File: config.mk
export PLATFORM = sky130hd
export DESIGN_NAME = maple_receiver_flat
export DESIGN_NICKNAME = d
export VERILOG_FILES = /design/src/rtl/maple_receiver_if.sv /design/src/rtl/maple_receiver.sv /design/src/flat_wrapper.sv
export SDC_FILE = /design/constraint.sdc
export NUM_CORES = 1
export LEC_CHECK = 0
export BUFFER_PORTS_ARGS = -buffer_cell sky130_fd_sc_hd__buf_2
export CORE_ASPECT_RATIO = 2
export CORE_MARGIN = 2
export CORE_UTILIZATION = 59
export DETAILED_ROUTE_END_ITERATION = 8
export GPL_ROUTABILITY_DRIVEN = 0
export PLACE_DENSITY_LB_ADDON = 0.3
export REMOVE_ABC_BUFFERS = 1
export SETUP_SLACK_MARGIN = 0.15
export SLEW_MARGIN = 5
export SYNTH_ARGS = -nofsm -noshare
export SYNTH_HDL_FRONTEND = slang
export SYNTH_SLANG_ARGS = --single-unit
export TNS_END_PERCENT = 30
File: constraint.sdc
create_clock -name M_AXIS_ACLK -period 2.85 [get_ports M_AXIS_ACLK]
set_input_delay 0.1425 -clock M_AXIS_ACLK [delete_from_list [all_inputs] [get_ports M_AXIS_ACLK]]
set_output_delay 0.1425 -clock M_AXIS_ACLK [all_outputs]
set_load 0.03 [all_outputs]
File: src/rtl/maple_receiver_if.sv
// AXI4-Stream byte channel from the Maple Bus receiver to its sink.
interface maple_receiver_if #(
  parameter int unsigned C_M_AXIS_TDATA_WIDTH = 8
);
  logic                            M_AXIS_TVALID;
  logic [C_M_AXIS_TDATA_WIDTH-1:0] M_AXIS_TDATA;
  logic                            M_AXIS_TLAST;
  logic                            M_AXIS_TREADY;

  modport master (
    output M_AXIS_TVALID,
    output M_AXIS_TDATA,
    output M_AXIS_TLAST,
    input  M_AXIS_TREADY
  );

  modport slave (
    input  M_AXIS_TVALID,
    input  M_AXIS_TDATA,
    input  M_AXIS_TLAST,
    output M_AXIS_TREADY
  );
endinterface

File: src/rtl/maple_receiver.sv
// Maple Bus receive decoder: detects start/end patterns on SDCKA/SDCKB, decodes MSB-first
// bits and streams bytes out with one byte of latency so TLAST marks the true final byte.
module maple_receiver #(
  parameter int unsigned C_M_AXIS_TDATA_WIDTH = 8,
  parameter int unsigned TIMEOUT_CYCLES       = 4096
) (
  input  logic             M_AXIS_ACLK,
  input  logic             M_AXIS_ARESET,
  input  logic             SDCKA,
  input  logic             SDCKB,
  input  logic             ENABLE,
  maple_receiver_if.master m_axis,
  output logic             RECEIVING,
  output logic             FRAME_ERROR,
  output logic             OVERFLOW
);
  localparam int unsigned     DW       = C_M_AXIS_TDATA_WIDTH;
  localparam int unsigned     TmoW     = $clog2(TIMEOUT_CYCLES + 1);
  localparam logic [TmoW-1:0] TmoLimit = TmoW'(TIMEOUT_CYCLES);

  typedef enum logic [2:0] {StIdle, StStart, StDataA, StDataB, StEnd} state_e;

  logic [1:0] sync_a_q, sync_b_q;
  logic       prev_a_q, prev_b_q;
  logic       a_s, b_s, a_fall, a_rise, b_fall, b_rise, any_edge;

  state_e          state_q;
  logic [2:0]      pulse_cnt_q;
  logic [2:0]      bit_cnt_q;
  logic [DW-2:0]   shift_q;
  logic [DW-1:0]   hold_q;
  logic            hold_valid_q;
  logic [TmoW-1:0] tmo_q;
  logic            receiving_q;
  logic            frame_error_q;

  logic          tvalid_q, tlast_q, overflow_q;
  logic [DW-1:0] tdata_q;

  logic          tmo_hit, shift_en, shift_bit, byte_done, frame_done, push;
  logic [2:0]    bit_cnt_next;
  logic [DW-1:0] byte_next;

  // Two-flop synchronisers plus previous-value registers; idle bus level is high.
  always_ff @(posedge M_AXIS_ACLK or posedge M_AXIS_ARESET) begin
    if (M_AXIS_ARESET) begin
      sync_a_q <= 2'b11;
      sync_b_q <= 2'b11;
      prev_a_q <= 1'b1;
      prev_b_q <= 1'b1;
    end else begin
      sync_a_q <= {sync_a_q[0], SDCKA};
      sync_b_q <= {sync_b_q[0], SDCKB};
      prev_a_q <= sync_a_q[1];
      prev_b_q <= sync_b_q[1];
    end
  end

  assign a_s      = sync_a_q[1];
  assign b_s      = sync_b_q[1];
  assign a_fall   = prev_a_q & ~a_s;
  assign a_rise   = ~prev_a_q & a_s;
  assign b_fall   = prev_b_q & ~b_s;
  assign b_rise   = ~prev_b_q & b_s;
  assign any_edge = a_fall | a_rise | b_fall | b_rise;

  // Data-bit capture, byte completion and frame completion events.
  always_comb begin
    tmo_hit   = (state_q != StIdle) && (tmo_q == TmoLimit);
    shift_en  = 1'b0;
    shift_bit = 1'b0;
    if (!tmo_hit) begin
      if (state_q == StDataA && a_fall) begin
        shift_en  = 1'b1;
        shift_bit = b_s;
      end else if (state_q == StDataB && b_fall) begin
        // SDCKB fall wins over a simultaneous SDCKA fall in this phase
        shift_en  = 1'b1;
        shift_bit = a_s;
      end
    end
    byte_next    = {shift_q, shift_bit};
    bit_cnt_next = bit_cnt_q + 3'd1;
    byte_done    = shift_en && (bit_cnt_next == 3'd0);
    frame_done   = !tmo_hit && (state_q == StEnd) && b_rise && a_s;
    push         = (byte_done || frame_done) && hold_valid_q;
  end

  // Frame FSM with hold byte, timeout counter and registered status outputs.
  always_ff @(posedge M_AXIS_ACLK or posedge M_AXIS_ARESET) begin
    if (M_AXIS_ARESET) begin
      state_q       <= StIdle;
      pulse_cnt_q   <= '0;
      bit_cnt_q     <= '0;
      shift_q       <= '0;
      hold_q        <= '0;
      hold_valid_q  <= 1'b0;
      tmo_q         <= '0;
      receiving_q   <= 1'b0;
      frame_error_q <= 1'b0;
    end else begin
      frame_error_q <= 1'b0;
      if (state_q == StIdle || any_edge) tmo_q <= '0;
      else                               tmo_q <= tmo_q + TmoW'(1);
      if (shift_en) begin
        shift_q   <= byte_next[DW-2:0];
        bit_cnt_q <= bit_cnt_next;
      end
      if (byte_done) begin
        hold_q       <= byte_next;
        hold_valid_q <= 1'b1;
      end
      if (tmo_hit) begin
        state_q       <= StIdle;
        receiving_q   <= 1'b0;
        frame_error_q <= 1'b1;
        hold_valid_q  <= 1'b0;
      end else begin
        unique case (state_q)
          StIdle: begin
            if (a_fall && b_s && ENABLE) begin
              state_q     <= StStart;
              pulse_cnt_q <= '0;
              receiving_q <= 1'b1;
            end
          end
          StStart: begin
            if (a_rise) begin
              if (pulse_cnt_q == 3'd4) begin
                state_q   <= StDataA;
                bit_cnt_q <= '0;
              end else begin
                state_q       <= StIdle;
                receiving_q   <= 1'b0;
                frame_error_q <= 1'b1;
              end
            end else if (b_fall && !a_s && pulse_cnt_q != 3'd7) begin
              pulse_cnt_q <= pulse_cnt_q + 3'd1;
            end
          end
          StDataA: begin
            if (a_fall) state_q <= StDataB;
          end
          StDataB: begin
            if (b_fall) begin
              state_q <= StDataA;
            end else if (a_fall) begin
              // Second SDCKA pulse after a tentative 0 with SDCKB low is the end pattern
              if (bit_cnt_q == 3'd1 && !shift_q[0] && !b_s) begin
                state_q <= StEnd;
              end else begin
                state_q       <= StIdle;
                receiving_q   <= 1'b0;
                frame_error_q <= 1'b1;
                hold_valid_q  <= 1'b0;
              end
            end
          end
          StEnd: begin
            if (frame_done) begin
              state_q      <= StIdle;
              receiving_q  <= 1'b0;
              hold_valid_q <= 1'b0;
            end else if (a_fall) begin
              state_q       <= StIdle;
              receiving_q   <= 1'b0;
              frame_error_q <= 1'b1;
              hold_valid_q  <= 1'b0;
            end
          end
          default: begin
            state_q     <= StIdle;
            receiving_q <= 1'b0;
          end
        endcase
      end
    end
  end

  // Single-entry output register; a push into a stalled register is dropped.
  always_ff @(posedge M_AXIS_ACLK or posedge M_AXIS_ARESET) begin
    if (M_AXIS_ARESET) begin
      tvalid_q   <= 1'b0;
      tdata_q    <= '0;
      tlast_q    <= 1'b0;
      overflow_q <= 1'b0;
    end else begin
      overflow_q <= 1'b0;
      if (push) begin
        if (!tvalid_q || m_axis.M_AXIS_TREADY) begin
          tvalid_q <= 1'b1;
          tdata_q  <= hold_q;
          tlast_q  <= frame_done;
        end else begin
          overflow_q <= 1'b1;
        end
      end else if (tvalid_q && m_axis.M_AXIS_TREADY) begin
        tvalid_q <= 1'b0;
      end
    end
  end

  assign m_axis.M_AXIS_TVALID = tvalid_q;
  assign m_axis.M_AXIS_TDATA  = tdata_q;
  assign m_axis.M_AXIS_TLAST  = tlast_q;
  assign RECEIVING            = receiving_q;
  assign FRAME_ERROR          = frame_error_q;
  assign OVERFLOW             = overflow_q;

endmodule

File: src/flat_wrapper.sv
// flat-port wrapper written by rule: the top's interface ports become plain ports
module maple_receiver_flat 
#(
  parameter int unsigned C_M_AXIS_TDATA_WIDTH = 8,
  parameter int unsigned TIMEOUT_CYCLES       = 4096
)
  (M_AXIS_ACLK, M_AXIS_ARESET, SDCKA, SDCKB, ENABLE, RECEIVING, FRAME_ERROR, OVERFLOW, m_axis_M_AXIS_TVALID, m_axis_M_AXIS_TDATA, m_axis_M_AXIS_TLAST, m_axis_M_AXIS_TREADY);
  maple_receiver_if #(.C_M_AXIS_TDATA_WIDTH(C_M_AXIS_TDATA_WIDTH)) m_axis_i ();
  input  logic M_AXIS_ACLK;
  input  logic M_AXIS_ARESET;
  input  logic SDCKA;
  input  logic SDCKB;
  input  logic ENABLE;
  output logic RECEIVING;
  output logic FRAME_ERROR;
  output logic OVERFLOW;
  output wire logic [$bits(m_axis_i.M_AXIS_TVALID)-1:0] m_axis_M_AXIS_TVALID;
  output wire logic [$bits(m_axis_i.M_AXIS_TDATA)-1:0] m_axis_M_AXIS_TDATA;
  output wire logic [$bits(m_axis_i.M_AXIS_TLAST)-1:0] m_axis_M_AXIS_TLAST;
  input wire logic [$bits(m_axis_i.M_AXIS_TREADY)-1:0] m_axis_M_AXIS_TREADY;
  assign m_axis_M_AXIS_TVALID = m_axis_i.M_AXIS_TVALID;
  assign m_axis_M_AXIS_TDATA = m_axis_i.M_AXIS_TDATA;
  assign m_axis_M_AXIS_TLAST = m_axis_i.M_AXIS_TLAST;
  assign m_axis_i.M_AXIS_TREADY = m_axis_M_AXIS_TREADY;
  maple_receiver #(.C_M_AXIS_TDATA_WIDTH(C_M_AXIS_TDATA_WIDTH), .TIMEOUT_CYCLES(TIMEOUT_CYCLES)) u_core (.M_AXIS_ACLK(M_AXIS_ACLK), .M_AXIS_ARESET(M_AXIS_ARESET), .SDCKA(SDCKA), .SDCKB(SDCKB), .ENABLE(ENABLE), .m_axis(m_axis_i), .RECEIVING(RECEIVING), .FRAME_ERROR(FRAME_ERROR), .OVERFLOW(OVERFLOW));
endmodule
======== Yosys cells after proc, flatten, opt, wreduce, memory -nomap -nowiden ========
Cells that the tools add are included.
word-level totals
  bits in registers ....................... 57
  bits of input ports ..................... 6
  logic and storage cells ................. 146
cells by class
  $add $sub $neg .......................... 3
  eq/ne operators ......................... 22
  mux-type cells .......................... 59
  bitwise logic cells ..................... 12
  reduce and logical (&&, ||, !) cells .... 33
operator list
  operator                                        count
  two-way mux 3 bit                               17
  two-way mux 1 bit                               35
  logical AND 1 bit                               15
  one-hot mux 3 bit (5 select lines)              1
  adder 13 x 1 -> 13 bit (second input constant)  1
  == test 13 bit (second input constant)          1
  two-way mux 13 bit                              1
  AND reduction 5 bit                             2
  != test 3 x 1 -> 1 bit (second input constant)  3
  != test 3 x 2 -> 1 bit (second input constant)  3
  != test 4 x 1 -> 1 bit (second input constant)  2
  AND reduction 8 bit                             1
  adder 3 x 1 -> 3 bit (second input constant)    2
  == test 3 x 1 -> 1 bit (second input constant)  2
  == test 3 x 2 -> 1 bit (second input constant)  2
  == test 3 bit (second input constant)           2
  zero test 3 bit                                 2
  != test 2 bit (second input constant)           3
  != test 3 bit (second input constant)           2
  one-hot mux 3 bit (2 select lines)              1
  zero test 1 bit                                 5
  NOT 1 bit                                       5
  one-hot mux 1 bit (5 select lines)              1
  bitwise AND 1 bit                               4
  9 further kinds                                 16

======== Depth between registers and ports, before layout ========
  word-level depth ........................ 13
  depth in mapped cells ................... 7
  mapped depth without buffers ............ 6

======== Worst setup path after synthesis ========
OpenSTA, ideal clock, no wires.
  kind .................................... register to register
  start ................................... register u_core.prev_a_q
  end ..................................... register u_core.tdata_q[0] (netlist: u_core.m_axis.M_AXIS_TDATA[0])
  library setup time ...................... 125 ps
  arrival time ............................ 2061 ps
  required time ........................... 2725 ps
  slack ................................... 665 ps
  cell stages (with the launch flop) ...... 6
  path buffers ............................ 0
  path through ............................ dfstp_2 > ha_1 > nor2b_1 > o2111ai_1 > a211oi_4 > mux2_2
between the ends
  word-level cells in the longest chain between the ends .. 8
RTL lines
  element                        line                   text
  from (decl)                    maple_receiver.sv:24   logic prev_a_q, prev_b_q;
  from (signal assigned)         maple_receiver.sv:54   prev_a_q <= sync_a_q[1];
  bitwise AND 1 bit              maple_receiver.sv:61   assign a_fall = prev_a_q & ~a_s;
  logical AND 1 bit              maple_receiver.sv:73   if (state_q == StDataA && a_fall) begin
  two-way mux 1 bit              maple_receiver.sv:73
  two-way mux 1 bit              maple_receiver.sv:72   if (!tmo_hit) begin
  logical AND 1 bit              maple_receiver.sv:84   byte_done = shift_en && (bit_cnt_next == 3'd0);
  logical OR 1 bit               maple_receiver.sv:86   push = (byte_done || frame_done) && hold_valid_q;
  logical AND 1 bit              maple_receiver.sv:86
  AND reduction 2 bit (no line)  -
  to (signal assigned)           maple_receiver.sv:192  tdata_q <= hold_q;
  to (decl)                      maple_receiver.sv:38   logic [DW-1:0] tdata_q;
Every way passes these cells.
A chain may end at the register's enable or synchronous reset.

======== Worst setup path after layout ========
  start ................................... register u_core.prev_a_q
  end ..................................... register u_core.tdata_q[7] (netlist: u_core.m_axis.M_AXIS_TDATA[7])
Same word-level chain as after synthesis.

==> results.yml <==
critical_path:
  reg2reg_depth: 5
  crit_start: "u_core.prev_a_q"
  crit_required_ns: 3.07
  crit_end: "u_core.m_axis.M_AXIS_TDATA[7]"
  r2r_end: "u_core.m_axis.M_AXIS_TDATA[7]"
  critPathCaptureType: "flip-flop"
  start_kind: "flip-flop"
  crit_path_top_delay_cell: "a211oi_4"
  r2r-start: "u_core.prev_a_q"
  r2r_setup_slack_ns: 0.38
  path_class: "reg2reg"
  crit_arrival_ns: 2.70
  cpPeakStageDelay_ns: 0.55
  path_cells: "ha_1 > nor2b_1 > o2111ai_1 > a211oi_4 > mux2_2"
  cp_max_fo: 8
detailed_routing:
  first_pass_iters: 4
  vias: 1939
  initialDrtViolationCount: 75
  via_per_inst: 5.98
  post_drt_wl_per_cell_um: 17.2
  ant_nets: 0
  wirelength_mm: 5.57
  drc: 0
outcome:
  status: "completed"
logic_synthesis:
  ys_top_cells_by_area: "dfrtp_1, mux2_2, dfstp_2"
  synth_top_family_by_area: "simple AND/OR/NAND/NOR gates"
  yosysMostFrequentCell: "dfrtp_1"
  synth-simple-area-share_pct: 16.0
  avgSynthCellArea_sq_um: 11.5
  syn_area_sq_um: 2700
  synth_top_cell_by_area: "dfrtp_1"
  synth_mux_area_share_pct: 11.2
  ys_warn_count: 0
  synth_compound_gate_area_share_pct: 9.21
  synth_cells: 235
  ys.flop_type: "dfrtp_1"
  synth-seq-cells: 57
  async_reset_ff_share_pct: 100
  ys_seq_area_share_pct: 53.0
  synthDistinctLibCells: 46
  synth_top_area_share_pct: 47.2
  synth_edf_count: 0
  synthAdderAreaFrac_pct: 4.63
  synth.cells.most_frequent: "dfrtp_1, mux2_2, nor2_1"
  synth_xor_area_share_pct: 3.24
layout:
  n_fill_cell: 316
  nNetsFinal: 281
  final-seq-area_sq_um: 1430
  multiInputGateArea_sq_um: 1200
  instances_no_fill: 324
  diodes: 0
  areaGrowthSynthToFinish_pct: 15.1
  drive_gt1_share_pct: 26.3
grt:
  gr-usage-all-layers_pct: 24.7
  antenna_found_initial: 0
  grt_pass1_wl_mm: 9.21
  first_global_vias: 2071
  grt_max_degree: 44
  overflow: 0
sta:
  worst_pin_slew_ns: 0.545
  hold_viol: 0
  skew_ns: 0.00673
  layout_min_cycle_time_ns: 2.47
  finalSetupViolations: 0
  slew_headroom_pct: 63.1
  timing.final.ws_setup_ns: 0.377
  rsz0062_at_grt: "false"
  setup_tns_ns: 0
  hold-worst-slack_ns: 0.0623
  drv_slew: 0
  fmax_ghz: 0.404
  period_share_pct: 86.8
power_and_ir_drop:
  power_uw: 2510
  peakVddDrop_v: 0.000567
  power.leakage_uw: 0.00146
  powerDensity_nw_per_um2: 807
placement:
  dp_slack_ns: 0.390
  place_inst: 305
  portBuffers: 18
  dp_hpwl_mm: 3.90
run:
  drv_cap: 0
clock_tree:
  clk-insertion-delay-late_ns: 0.34
  cts-root-buf: "clkbuf_8"
  path_clk_slew_ns: 0.06
  post_cts_resized: 0
  numCtsBuffers: 9
  clock_path_buffers: 2
  cts_sinks: 57
  cts.htree.levels: 3
  cts_tree: "built"
floorplanning:
  rows: 34
  dieArea_sq_um: 5170
  ios: 19
  die_w_um: 51.9
  die_h_um: 99.7
  core_sq_um: 4380
  initial_core_util_pct: 61.7
hold_path:
  min_path_type: "in2reg"
-- layout by cell type (no fill, tap or decap), types with 4 or more instances in the layout --
| master | Yosys | routed |
|---|---|---|
| a21oi_1 | 9 | 9 |
| buf_2 | 1 | 18 |
| buf_4 | 0 | 4 |
| clkbuf_8 | 0 | 11 |
| dfrtp_1 | 51 | 51 |
| dfstp_2 | 6 | 6 |
| ha_1 | 10 | 10 |
| inv_1 | 11 | 10 |
| mux2_2 | 25 | 25 |
| nand2_1 | 11 | 11 |
| nand3_1 | 10 | 10 |
| nand4_1 | 5 | 5 |
| nor2_1 | 14 | 14 |
| nor2b_1 | 4 | 4 |
| nor4_1 | 4 | 4 |
| o21ai_0 | 8 | 8 |
| or3_1 | 6 | 6 |
| xnor2_1 | 6 | 6 |
| xor2_1 | 4 | 4 |
-- final cells by class --
type                    count  area share [%]
clock buffers              14            5.23
clock inverters             2            1.93
inverters                  11            1.33
multi-input cells         161            38.4
flip-flops and latches     57            46.1
well taps                  54            2.17
repair buffers             25            4.83
-- kinds of logic (layout without fill, tap and decap cells) --
| logic type | after synthesis | in the layout |
|---|---|---|
| flip-flops | 57 | 57 |
| buffers and inverters | 17 | 52 |
| AO/OA/AOI/OAI | 37 | 37 |
| AND/OR/NAND/NOR | 77 | 77 |
| XOR/XNOR | 10 | 10 |
| multiplexers | 27 | 27 |
| adder cells (fa/ha/maj) | 10 | 10 |
-- metrics by stage --
| step | util, % | area, sq um |
|---|---|---|
| floorplan | - | 2670 |
| global placement | 65.2 | 2860 |
| detailed placement | 65.2 | 2860 |
| CTS | 71.0 | 3110 |
| global route | 71.0 | 3110 |
| finish | 71.0 | 3110 |
-- how the worst min path moves through the flow --
stage                         start                  to  slack [ns]  depth (start not counted)
2_1_floorplan                 SDCKA  u_core.sync_a_q[0]        0.15                          0
3_3_place_gp          M_AXIS_ARESET     u_core.tmo_q[2]        0.11                          2
3_5_place_dp          M_AXIS_ARESET     u_core.tmo_q[6]        0.11                          2
4_1_cts        m_axis_M_AXIS_TREADY     u_core.OVERFLOW        0.05                          4
5_1_grt        m_axis_M_AXIS_TREADY     u_core.OVERFLOW        0.09                          4
6_report       m_axis_M_AXIS_TREADY     u_core.OVERFLOW        0.06                          4
-- state kept, by name, summed over array words and instances, names as in the netlist, 2 cells and up --
name,count
u_core.bit_cnt_q,3
u_core.hold_q,8
u_core.m_axis.M_AXIS_TDATA,8
u_core.pulse_cnt_q,3
u_core.shift_q,7
u_core.state_q,3
u_core.sync_a_q,2
u_core.sync_b_q,2
u_core.tmo_q,13
-- where the power goes --
part / switching, uW / total (uW) / internal, uW
sequential: 144 / 1110 / 963
combinational: 300 / 561 / 261
clock: 303 / 844 / 541
total: 746 / 2510 / 1770
-- metal layers --
metal / global-route usage [%] / vias to the layer above / wire length [um]
met2: 43.4 / 47 / 3100
met1: 24.2 / 962 / 2060
met5: 0 / - / 0
met4: 14.2 / 0 / 206
li1: - / 910 / -
met3: 7.81 / 20 / 201
-- critical path, delay by kind of cell, from the launching register on --
kind | cells | cell delay, ns
muxes | 1 | 0.39
AOI/OAI and AO/OA | 2 | 0.81
adders and majority gates | 1 | 0.26
DFF | 1 | 0.53
and+or+nand+nor | 1 | 0.36
-- what timing repair did --
| action | CTS | global route |
|---|---|---|
| hold endpoints to repair | 14 | 0 |
| setup endpoints to repair | 0 | 0 |
| hold buffers | 3 | 0 |
| setup buffers | 0 | 0 |
Note: power is estimated with default switching activity, not from simulation.
